$ cat src/rtl/alu_arbiter.sv
// Two-requester round-robin front end for a shared 8-bit ALU.
// Define ALU_ARB_PERF_EN to add saturating per-requester grant counters.
module alu8 #(
  parameter int W = 8
) (
  input  logic [2:0]   op,
  input  logic [W-1:0] a,
  input  logic [W-1:0] b,
  output logic [W-1:0] y,
  output logic         c,
  output logic         v
);

  logic [W:0] s;

  always_comb begin
    s = '0;
    y = '0;
    c = 1'b0;
    v = 1'b0;
    unique case (op)
      3'b000: begin
        s = {1'b0, a} + {1'b0, b};
        y = s[W-1:0];
        c = s[W];
        v = (a[W-1] == b[W-1]) && (y[W-1] != a[W-1]);
      end
      3'b001: begin
        // bit W of the difference is the borrow; carry out is its inverse
        s = {1'b0, a} - {1'b0, b};
        y = s[W-1:0];
        c = ~s[W];
        v = (a[W-1] != b[W-1]) && (y[W-1] != a[W-1]);
      end
      3'b010: begin
        s = {1'b0, a} + {{W{1'b0}}, 1'b1};
        y = s[W-1:0];
        c = s[W];
        v = ~a[W-1] & y[W-1];
      end
      3'b011: y = a;
      3'b100: y = a & b;
      3'b101: y = a | b;
      3'b110: y = a ^ b;
      3'b111: y = ~a;
    endcase
  end

endmodule

module alu_arbiter #(
  parameter int DATA_W  = 8,
  parameter bit RR_INIT = 1'b0,
  parameter int CNT_W   = 16
) (
  input  logic              clk,
  input  logic              rst_n,
  input  logic              req0_valid,
  output logic              req0_ready,
  input  logic [2:0]        req0_op,
  input  logic [DATA_W-1:0] req0_a,
  input  logic [DATA_W-1:0] req0_b,
  input  logic              req1_valid,
  output logic              req1_ready,
  input  logic [2:0]        req1_op,
  input  logic [DATA_W-1:0] req1_a,
  input  logic [DATA_W-1:0] req1_b,
  output logic              rsp_valid,
  input  logic              rsp_ready,
  output logic              rsp_id,
  output logic [DATA_W-1:0] rsp_data,
  output logic              rsp_cout,
  output logic              rsp_ovf,
  output logic              rsp_neg,
  output logic              rsp_zero
`ifdef ALU_ARB_PERF_EN
  ,
  output logic [CNT_W-1:0]  gnt_cnt0,
  output logic [CNT_W-1:0]  gnt_cnt1
`endif
);

  if (DATA_W != 8) begin : g_width_chk
    $error("alu_arbiter: DATA_W must be 8");
  end
  if (CNT_W < 1) begin : g_cnt_chk
    $error("alu_arbiter: CNT_W must be >= 1");
  end

  typedef enum logic [1:0] {
    IDLE,
    EXEC,
    RESP
  } state_t;

  typedef struct packed {
    logic              id;
    logic [2:0]        op;
    logic [DATA_W-1:0] a;
    logic [DATA_W-1:0] b;
  } op_t;

  state_t            state;
  logic              prio;
  op_t               cur;
  logic              gnt0;
  logic              gnt1;
  logic [DATA_W-1:0] y;
  logic              c;
  logic              v;

  assign gnt0 = req0_valid && (!req1_valid || !prio);
  assign gnt1 = req1_valid && (!req0_valid || prio);

  assign req0_ready = (state == IDLE) && gnt0;
  assign req1_ready = (state == IDLE) && gnt1;

  alu8 #(
    .W (DATA_W)
  ) u_alu (
    .op (cur.op),
    .a  (cur.a),
    .b  (cur.b),
    .y  (y),
    .c  (c),
    .v  (v)
  );

  always_ff @(posedge clk or negedge rst_n) begin
    if (!rst_n) begin
      state     <= IDLE;
      prio      <= RR_INIT;
      cur       <= '0;
      rsp_valid <= 1'b0;
      rsp_id    <= 1'b0;
      rsp_data  <= '0;
      rsp_cout  <= 1'b0;
      rsp_ovf   <= 1'b0;
      rsp_neg   <= 1'b0;
      rsp_zero  <= 1'b0;
    end else begin
      unique case (state)
        IDLE: begin
          if (gnt0 || gnt1) begin
            cur   <= gnt1 ? {1'b1, req1_op, req1_a, req1_b}
                          : {1'b0, req0_op, req0_a, req0_b};
            prio  <= gnt0;
            state <= EXEC;
          end
        end
        EXEC: begin
          rsp_data  <= y;
          rsp_cout  <= c;
          rsp_ovf   <= v;
          rsp_neg   <= y[DATA_W-1];
          rsp_zero  <= (y == '0);
          rsp_id    <= cur.id;
          rsp_valid <= 1'b1;
          state     <= RESP;
        end
        RESP: begin
          if (rsp_ready) begin
            rsp_valid <= 1'b0;
            state     <= IDLE;
          end
        end
        default: state <= IDLE;
      endcase
    end
  end

`ifdef ALU_ARB_PERF_EN
  always_ff @(posedge clk or negedge rst_n) begin
    if (!rst_n) begin
      gnt_cnt0 <= '0;
      gnt_cnt1 <= '0;
    end else begin
      if (req0_ready && gnt_cnt0 != '1)
        gnt_cnt0 <= gnt_cnt0 + 1'b1;
      if (req1_ready && gnt_cnt1 != '1)
        gnt_cnt1 <= gnt_cnt1 + 1'b1;
    end
  end
`endif

endmodule

$ cat config.mk
export PLATFORM = sky130hd
export DESIGN_NAME = alu_arbiter
export DESIGN_NICKNAME = d
export VERILOG_FILES = /design/src/rtl/alu_arbiter.sv
export SDC_FILE = /design/constraint.sdc
export NUM_CORES = 1
export LEC_CHECK = 0
export ABC_AREA = 1
export CORE_MARGIN = 2
export CORE_UTILIZATION = 57
export CTS_CLUSTER_DIAMETER = 120
export CTS_CLUSTER_SIZE = 25
export DETAILED_ROUTE_END_ITERATION = 10
export PLACE_DENSITY = 0.95
export SETUP_SLACK_MARGIN = 0.2
export SLEW_MARGIN = 10
export SYNTH_ARGS = -nofsm -noshare
export SYNTH_HDL_FRONTEND = slang
export SYNTH_SLANG_ARGS = --single-unit
$ cat constraint.sdc
create_clock -name clk -period 4.7 [get_ports clk]
set_input_delay 0.94 -clock clk [delete_from_list [all_inputs] [get_ports clk]]
set_output_delay 0.94 -clock clk [all_outputs]
set_load 0.005 [all_outputs]
==> results of run 1 <==
## Yosys cell counts, drive strengths merged
| library cell | number | area (um^2) |
|---|---|---|
| o21a | 1 | 7.51 |
| dfrtp | 36 | 901 |
| nand3 | 49 | 255 |
| nor2 | 51 | 211 |
| and2 | 1 | 6.26 |
| o311ai | 1 | 8.76 |
| o21ai | 17 | 85.1 |
| buf | 14 | 95.1 |
| nand2 | 128 | 490 |
| xor2 | 4 | 35.0 |
| a21oi | 31 | 159 |
| nand4 | 17 | 106 |
| clkbuf | 4 | 15.0 |
| or2 | 1 | 6.26 |
| o211ai | 1 | 7.51 |
| o22ai | 2 | 12.5 |
| ha | 26 | 325 |
| clkinv | 1 | 3.75 |
| a22oi | 19 | 143 |
| o211a | 1 | 10.0 |
| inv | 61 | 231 |
| fa | 2 | 40.0 |
## tightest hold or removal path: stages, from the launching register on
cell	delay, ns
dfrtp_1	0.35
nand2_1	0.05
nand2_1	0.06
## cell type report
| type | count | area, um^2 |
|---|---|---|
| Multi-Input combinational cell | 352 | 1910 |
| Fill cell | 457 | 1600 |
| Sequential cell | 36 | 901 |
| Timing Repair Buffer | 61 | 603 |
| Inverter | 62 | 235 |
| Tap cell | 72 | 90.1 |
| Clock buffer | 6 | 82.6 |
| Clock inverter | 2 | 13.8 |
## flip-flops by register name, summed over array words and instances, names as in the netlist
register / count
cur: 20
prio: 1
rsp_cout: 1
rsp_data: 8
rsp_id: 1
rsp_ovf: 1
rsp_valid: 1
rsp_zero: 1
state: 2
## logic make-up after synthesis
group,synth area share
buffers and inverters,0.109
xor gates and xnor gates,0.0111
AOI/OAI and AO/OA,0.137
DFF,0.285
and+or+nand+nor,0.341
adders and majority gates,0.116
## path summary, 6_finish.rpt
kind	start	end	slack (ns)	cells past startpoint
worst max-delay path	req1_valid	req1_ready	0.78	7
worst min-delay path	rsp_cout$_DFFE_PN0P_	rsp_cout$_DFFE_PN0P_	0.49	2
worst max register to register	cur[11]$_DFFE_PN0P_	rsp_zero$_DFFE_PN0P_	2.35	12
worst min register to register	rsp_cout$_DFFE_PN0P_	rsp_cout$_DFFE_PN0P_	0.49	2
max in group asynchronous	rst_n	rsp_data[5]$_DFFE_PN0P_	3.33	2
min in group asynchronous	rst_n	cur[17]$_DFFE_PN0P_	1.05	2
## power by group
part	switching (mW)	total [mW]	internal, mW
Combinational	1.31	2.08	0.771
Sequential	0.200	0.662	0.462
Clock	0.116	0.236	0.120
Total	1.62	2.98	1.35
## stage by stage
step / instance area (um^2) / cells / utilization / hold slack (ns)
floorplan: 3160 / 468 / - / 0.472
global placement: 3740 / 583 / 0.688 / 0.465
detailed placement: 3740 / 583 / 0.688 / 0.468
CTS: 3840 / 591 / 0.706 / 0.490
global route: 3840 / 591 / 0.706 / 0.521
finish: 3840 / 591 / 0.706 / 0.489
## per-layer routing
metal	wire [um]	up-vias
met5	0	-
met4	141	0
met3	498	10
met2	4030	118
met1	3850	1535
li1	-	1625
==> results by group, run 1 <==
Status
  • Status: complete, no violations

Min path
  • Worst hold path type: flip-flop to flip-flop

GRT
  • GRT busiest layer: met2
  • Global route overflow: 0
  • Antenna violations before repair: 0
  • Grt met3 use: 0.0425
  • Global-route wire length before repair: 14700 um
  • Largest net degree at the start of global routing: 40
  • GR Layer Usage met2: 0.495
  • Met1 usage: 0.414
  • Vias in the first global route: 3149
  • GRT Overall Usage: 0.300

Critical path
  • CP bufs+invs: 5
  • Critical path arrival: 2.98 ns
  • Crit Path Category: input pin to output pin
  • CP startpoint kind: input pin
  • CP Max Fanout: 21
  • Crit end category: output pin
  • Worst path top cell family by delay: buffers and inverters
  • CP required: 3.76 ns
  • Largest stage delay, worst path: 0.53 ns
  • Crit-path cells: clkdlybuf4s50_1, inv_1, a21oi_1, buf_4, inv_1, nor2_2, clkdlybuf4s50_1
  • Max stage delay cell, worst path: clkdlybuf4s50_1

Clock network
  • Setup bufs post-CTS: 0
  • Clock buffer depth: 2
  • Hold-fix buffers at CTS: 0
  • Num CTS Buffers: 5
  • Clk_lat worst skew: 0.29 ns
  • Clock-pin slew on the worst setup and hold paths: 0.08 ns
  • CTS tree: done
  • CTS HTree Levels: 2
  • CTS resizes: 0
  • Clock root buffer: clkbuf_8
  • Clock Sinks: 36

Detailed routing
  • ANT nets after route: 0
  • Vias per std cell: 5.56
  • Starting DRT DRC Count: 299
  • Drt total wl: 8530 um
  • Post-route DRC: 0
  • Drt pass-1 iters: 6
  • Drt wl/cell: 14.4 um
  • DR vias: 3288

STA
  • Slew HR: 0.562
  • Worst Tran Pin Value: 0.657 ns
  • RSZ-0062 raised after global routing: no
  • Tmin final: 3.92 ns
  • Final setup viols: 0
  • Final Hold Viols: 0
  • Fin crit share: 0.834
  • Final TNS setup: 0 ns
  • Clk_skew: 0.00704 ns
  • PnR worst setup slack: 0.780 ns
  • Max frequency: 255 MHz
  • Final Slew Violations: 0

Floorplanning
  • Core Box Area: 5440 um^2
  • Width of the chip: 78.4 um
  • Die H: 78.4 um
  • Rows: 27
  • Io pins: 59
  • Die area: 6150 um^2
  • Initial Utilization: 0.580

Power
  • Total power: 2.98 mW
  • Leakage power: 1.97 nW
  • Peak supply drop: 0.417 mV
  • PwrDens: 775 nW/um^2

Place
  • Detailed-placement wirelength estimate: 6690 um
  • RD Place Congestion: 0.911
  • Worst slack, placed: 0.800 ns
  • Port buffer count: 58

Synthesis
  • Syn nets: 539
  • Cell area after synthesis: 3160 um^2
  • Unique masters post-synth: 33
  • Syn_area_per_cell: 6.74 um^2
  • Share of the yosys chip area belonging to registers: 0.285
  • Syn Inst Count: 468
  • Seq cells post-synth: 36
  • Yosys warnings: 0

Cells and area
  • Area grow syn2layout: 21.6%
  • # nets final: 589
  • Ant. Diodes: 0
  • Most common cell after layout, fill and taps aside: nand2_1
  • Share of cells above drive strength 1: 0.0636
  • Commonest cells after routing, fill and taps aside: nand2_1, clkdlybuf4s50_1, inv_1

Run
  • Maxcap violations: 0
(Power assumes the default switching activity.)
==> inputs of run 2 (changes only) <==
--- a/config.mk
+++ b/config.mk
@@ -7,11 +7,11 @@
 export LEC_CHECK = 0
 export ABC_AREA = 1
 export CORE_MARGIN = 2
-export CORE_UTILIZATION = 57
+export CORE_UTILIZATION = 48
 export CTS_CLUSTER_DIAMETER = 120
 export CTS_CLUSTER_SIZE = 25
 export DETAILED_ROUTE_END_ITERATION = 10
-export PLACE_DENSITY = 0.95
+export PLACE_DENSITY = 0.87
 export SETUP_SLACK_MARGIN = 0.2
 export SLEW_MARGIN = 10
 export SYNTH_ARGS = -nofsm -noshare
==> constraint.sdc (replaced) <==
create_clock -name clk -period 3.5 [get_ports clk]
set_input_delay 0.7 -clock clk [delete_from_list [all_inputs] [get_ports clk]]
set_output_delay 0.7 -clock clk [all_outputs]
set_load 0.005 [all_outputs]
==> results by group, run 2 (synthesis results as in run 1) <==
Power
  • Sw power: 2.18 mW (was 1.62 mW)
  • PwrDens: 1040 nW/um^2 (was 775 nW/um^2)
  • Peak supply drop: 0.555 mV (was 0.417 mV)
  • Share of total power in the clock network: 0.074 (was 0.079)
  • Leakage power: 1.96 nW (was 1.97 nW)
  • Combinational power share: 0.703 (was 0.698)
  • Internal Pwr Total: 1.80 mW (was 1.35 mW)
  • Seq pwr share: 0.223 (about the same)
  • Switch share: 0.547 (was 0.545)

Critical path
  • Max stage delay cell, worst path: clkdlybuf4s50_1 (unchanged)
  • Largest stage delay, worst path: 0.55 ns (was 0.53 ns)
  • Critical path arrival: 2.23 ns (was 2.98 ns)
  • CP Max Fanout: 3 (was 21)
  • CP required: 2.80 ns (was 3.76 ns)
  • Crit-path cells: clkdlybuf4s50_1, inv_1, a21oi_1, inv_1, nor2_2, clkdlybuf4s50_1 (was clkdlybuf4s50_1, inv_1, a21oi_1, buf_4, inv_1, nor2_2, clkdlybuf4s50_1)
  • Crit end category: output pin (unchanged)
  • CP startpoint kind: input pin (unchanged)
  • Crit Path Category: input pin to output pin (unchanged)

Cells and area
  • Ant. Diodes: 0 (unchanged)
  • Most common cell after layout, fill and taps aside: nand2_1 (unchanged)
  • Largest regs: cur: 20 flops, rsp_data: 8 flops, state: 2 flops (unchanged)
  • Commonest cells after routing, fill and taps aside: nand2_1, clkdlybuf4s50_1, inv_1 (unchanged)
  • Share of cells above drive strength 1: 0.0615 (was 0.0636)
  • Area grow syn2layout: 21.7% (was 21.6%)
  • Most flops, register: cur (unchanged)
  • Largest register FFs: 20 (unchanged)
  • Core Util, Final: 0.605 (was 0.706)
  • # nets final: 590 (was 589)
  • Fin area: 3840 um^2 (about the same)

Clock network
  • CTS HTree Levels: 2 (unchanged)
  • Clock Sinks: 36 (unchanged)
  • Clock root buffer: clkbuf_8 (unchanged)
  • CTS resizes: 0 (unchanged)
  • Num CTS Buffers: 5 (unchanged)
  • Clock buffer depth: 2 (unchanged)
  • Setup bufs post-CTS: 0 (unchanged)
  • CTS tree: done (unchanged)
  • Hold-fix buffers at CTS: 0 (unchanged)
  • Clk_lat worst skew: 0.29 ns (about the same)
  • Clock-pin slew on the worst setup and hold paths: 0.07 ns (was 0.08 ns)

Place
  • Port buffer count: 58 (unchanged)
  • DP Area: 3750 um^2 (was 3740 um^2)
  • Worst slack, placed: 0.601 ns (was 0.800 ns)
  • Detailed-placement wirelength estimate: 6990 um (was 6690 um)
  • RD Place Congestion: 0.996 (was 0.911)

Detailed routing
  • Starting DRT DRC Count: 293 (was 299)
  • Drt pass-1 iters: 4 (was 6)
  • Drt total wl: 8760 um (was 8530 um)
  • Drt wl/cell: 14.7 um (was 14.4 um)
  • ANT nets after route: 0 (unchanged)
  • Post-route DRC: 0 (unchanged)
  • Vias per std cell: 5.49 (was 5.56)
  • DR vias: 3279 (was 3288)

STA
  • Fin crit share: 0.837
  • Final Hold Viols: 0 (unchanged)
  • Tmin final: 2.93 ns
  • Max frequency: 341 MHz
  • PnR worst setup slack: 0.570 ns (was 0.780 ns)
  • Final Slew Violations: 0 (unchanged)
  • Hold WS: 0.482 ns (was 0.489 ns)
  • Final setup viols: 0 (unchanged)
  • Slew HR: 0.577 (was 0.562)
  • RSZ-0062 raised after global routing: no (unchanged)
  • Final TNS setup: 0 ns (unchanged)
  • Worst Tran Pin Value: 0.634 ns (was 0.657 ns)
  • Clk_skew: 0.00383 ns (was 0.00704 ns)

Floorplanning
  • Initial Utilization: 0.497 (was 0.580)
  • Die area: 7240 um^2 (was 6150 um^2)
  • Io pins: 59 (unchanged)
  • Die H: 85.1 um (was 78.4 um)
  • Rows: 29 (was 27)
  • Core Box Area: 6350 um^2 (was 5440 um^2)
  • Width of the chip: 85.1 um (was 78.4 um)

GRT
  • Global-route wire length before repair: 14500 um (was 14700 um)
  • Global route overflow: 0 (unchanged)
  • Antenna violations before repair: 0 (unchanged)
  • GRT Overall Usage: 0.249 (was 0.300)
  • Vias in the first global route: 3077 (was 3149)
  • Largest net degree at the start of global routing: 40 (unchanged)

Min path
  • Worst hold path type: flip-flop to flip-flop (unchanged)

Run
  • Maxcap violations: 0 (unchanged)

Status
  • Status: complete, no violations (unchanged)
run 2: cell count changes in the layout (fill, tap and decap cells not counted):
cell      delta
clkbuf_1     +2
buf_4        +1
clkbuf_8     -1
clkinv_2     -1
clkinv_4     +1
inv_6        -1
run 2: worst paths after layout:
check / startpoint / end / slack [ns] / cells past startpoint
max: req1_valid / req1_ready / 0.57 / 6
min: rsp_data[4]$_DFFE_PN0P_ / rsp_data[4]$_DFFE_PN0P_ / 0.48 / 2
max reg2reg: cur[11]$_DFFE_PN0P_ / rsp_zero$_DFFE_PN0P_ / 1.19 / 12
min reg2reg: rsp_data[4]$_DFFE_PN0P_ / rsp_data[4]$_DFFE_PN0P_ / 0.48 / 2
max in group asynchronous: rst_n / rsp_data[0]$_DFFE_PN0P_ / 2.35 / 2
min in group asynchronous: rst_n / cur[16]$_DFFE_PN0P_ / 0.82 / 2
run 2: layout make-up:
class | count | area [um^2]
fill | 574 | 2510
multi-input combinational | 352 | 1910
sequential | 36 | 901
timing repair buffer | 62 | 611
inverter | 62 | 235
tap | 77 | 96.3
clock buffer | 7 | 76.3
clock inverter | 1 | 8.76
run 2: through the flow:
step	std cells	power [mW]
2_1_floorplan	468	2.87
3_3_place_gp	589	3.57
3_5_place_dp	589	3.63
4_1_cts	597	3.94
5_1_grt	597	4.39
6_report	597	3.98
run 2: metal layers:
| metal | GRT usage | share of wire | up-vias | wire [um] |
|---|---|---|---|---|
| met1 | 0.343 | 0.45 | 1511 | 3970 |
| met4 | 0.0967 | 0.026 | 0 | 232 |
| met2 | 0.398 | 0.47 | 122 | 4090 |
| met3 | 0.0340 | 0.053 | 22 | 461 |
| met5 | 0 | 0 | - | 0 |
| li1 | - | - | 1624 | - |
run 2: worst max-delay path, delay by kind of cell:
| family | cells | cell delay (ns) |
|---|---|---|
| AO/OA/AOI/OAI | 1 | 0.18 |
| buffers and inverters | 4 | 1.19 |
| AND/OR/NAND/NOR | 1 | 0.16 |
run 2: power groups by stage:
stage          clock network (mW)  registers [mW]  logic, mW
2_1_floorplan                   0           0.784       2.08
3_3_place_gp                    0           0.887       2.69
3_5_place_dp                    0           0.893       2.74
4_1_cts                     0.299           0.883       2.76
5_1_grt                     0.319           0.922       3.15
6_report                    0.295           0.888       2.80
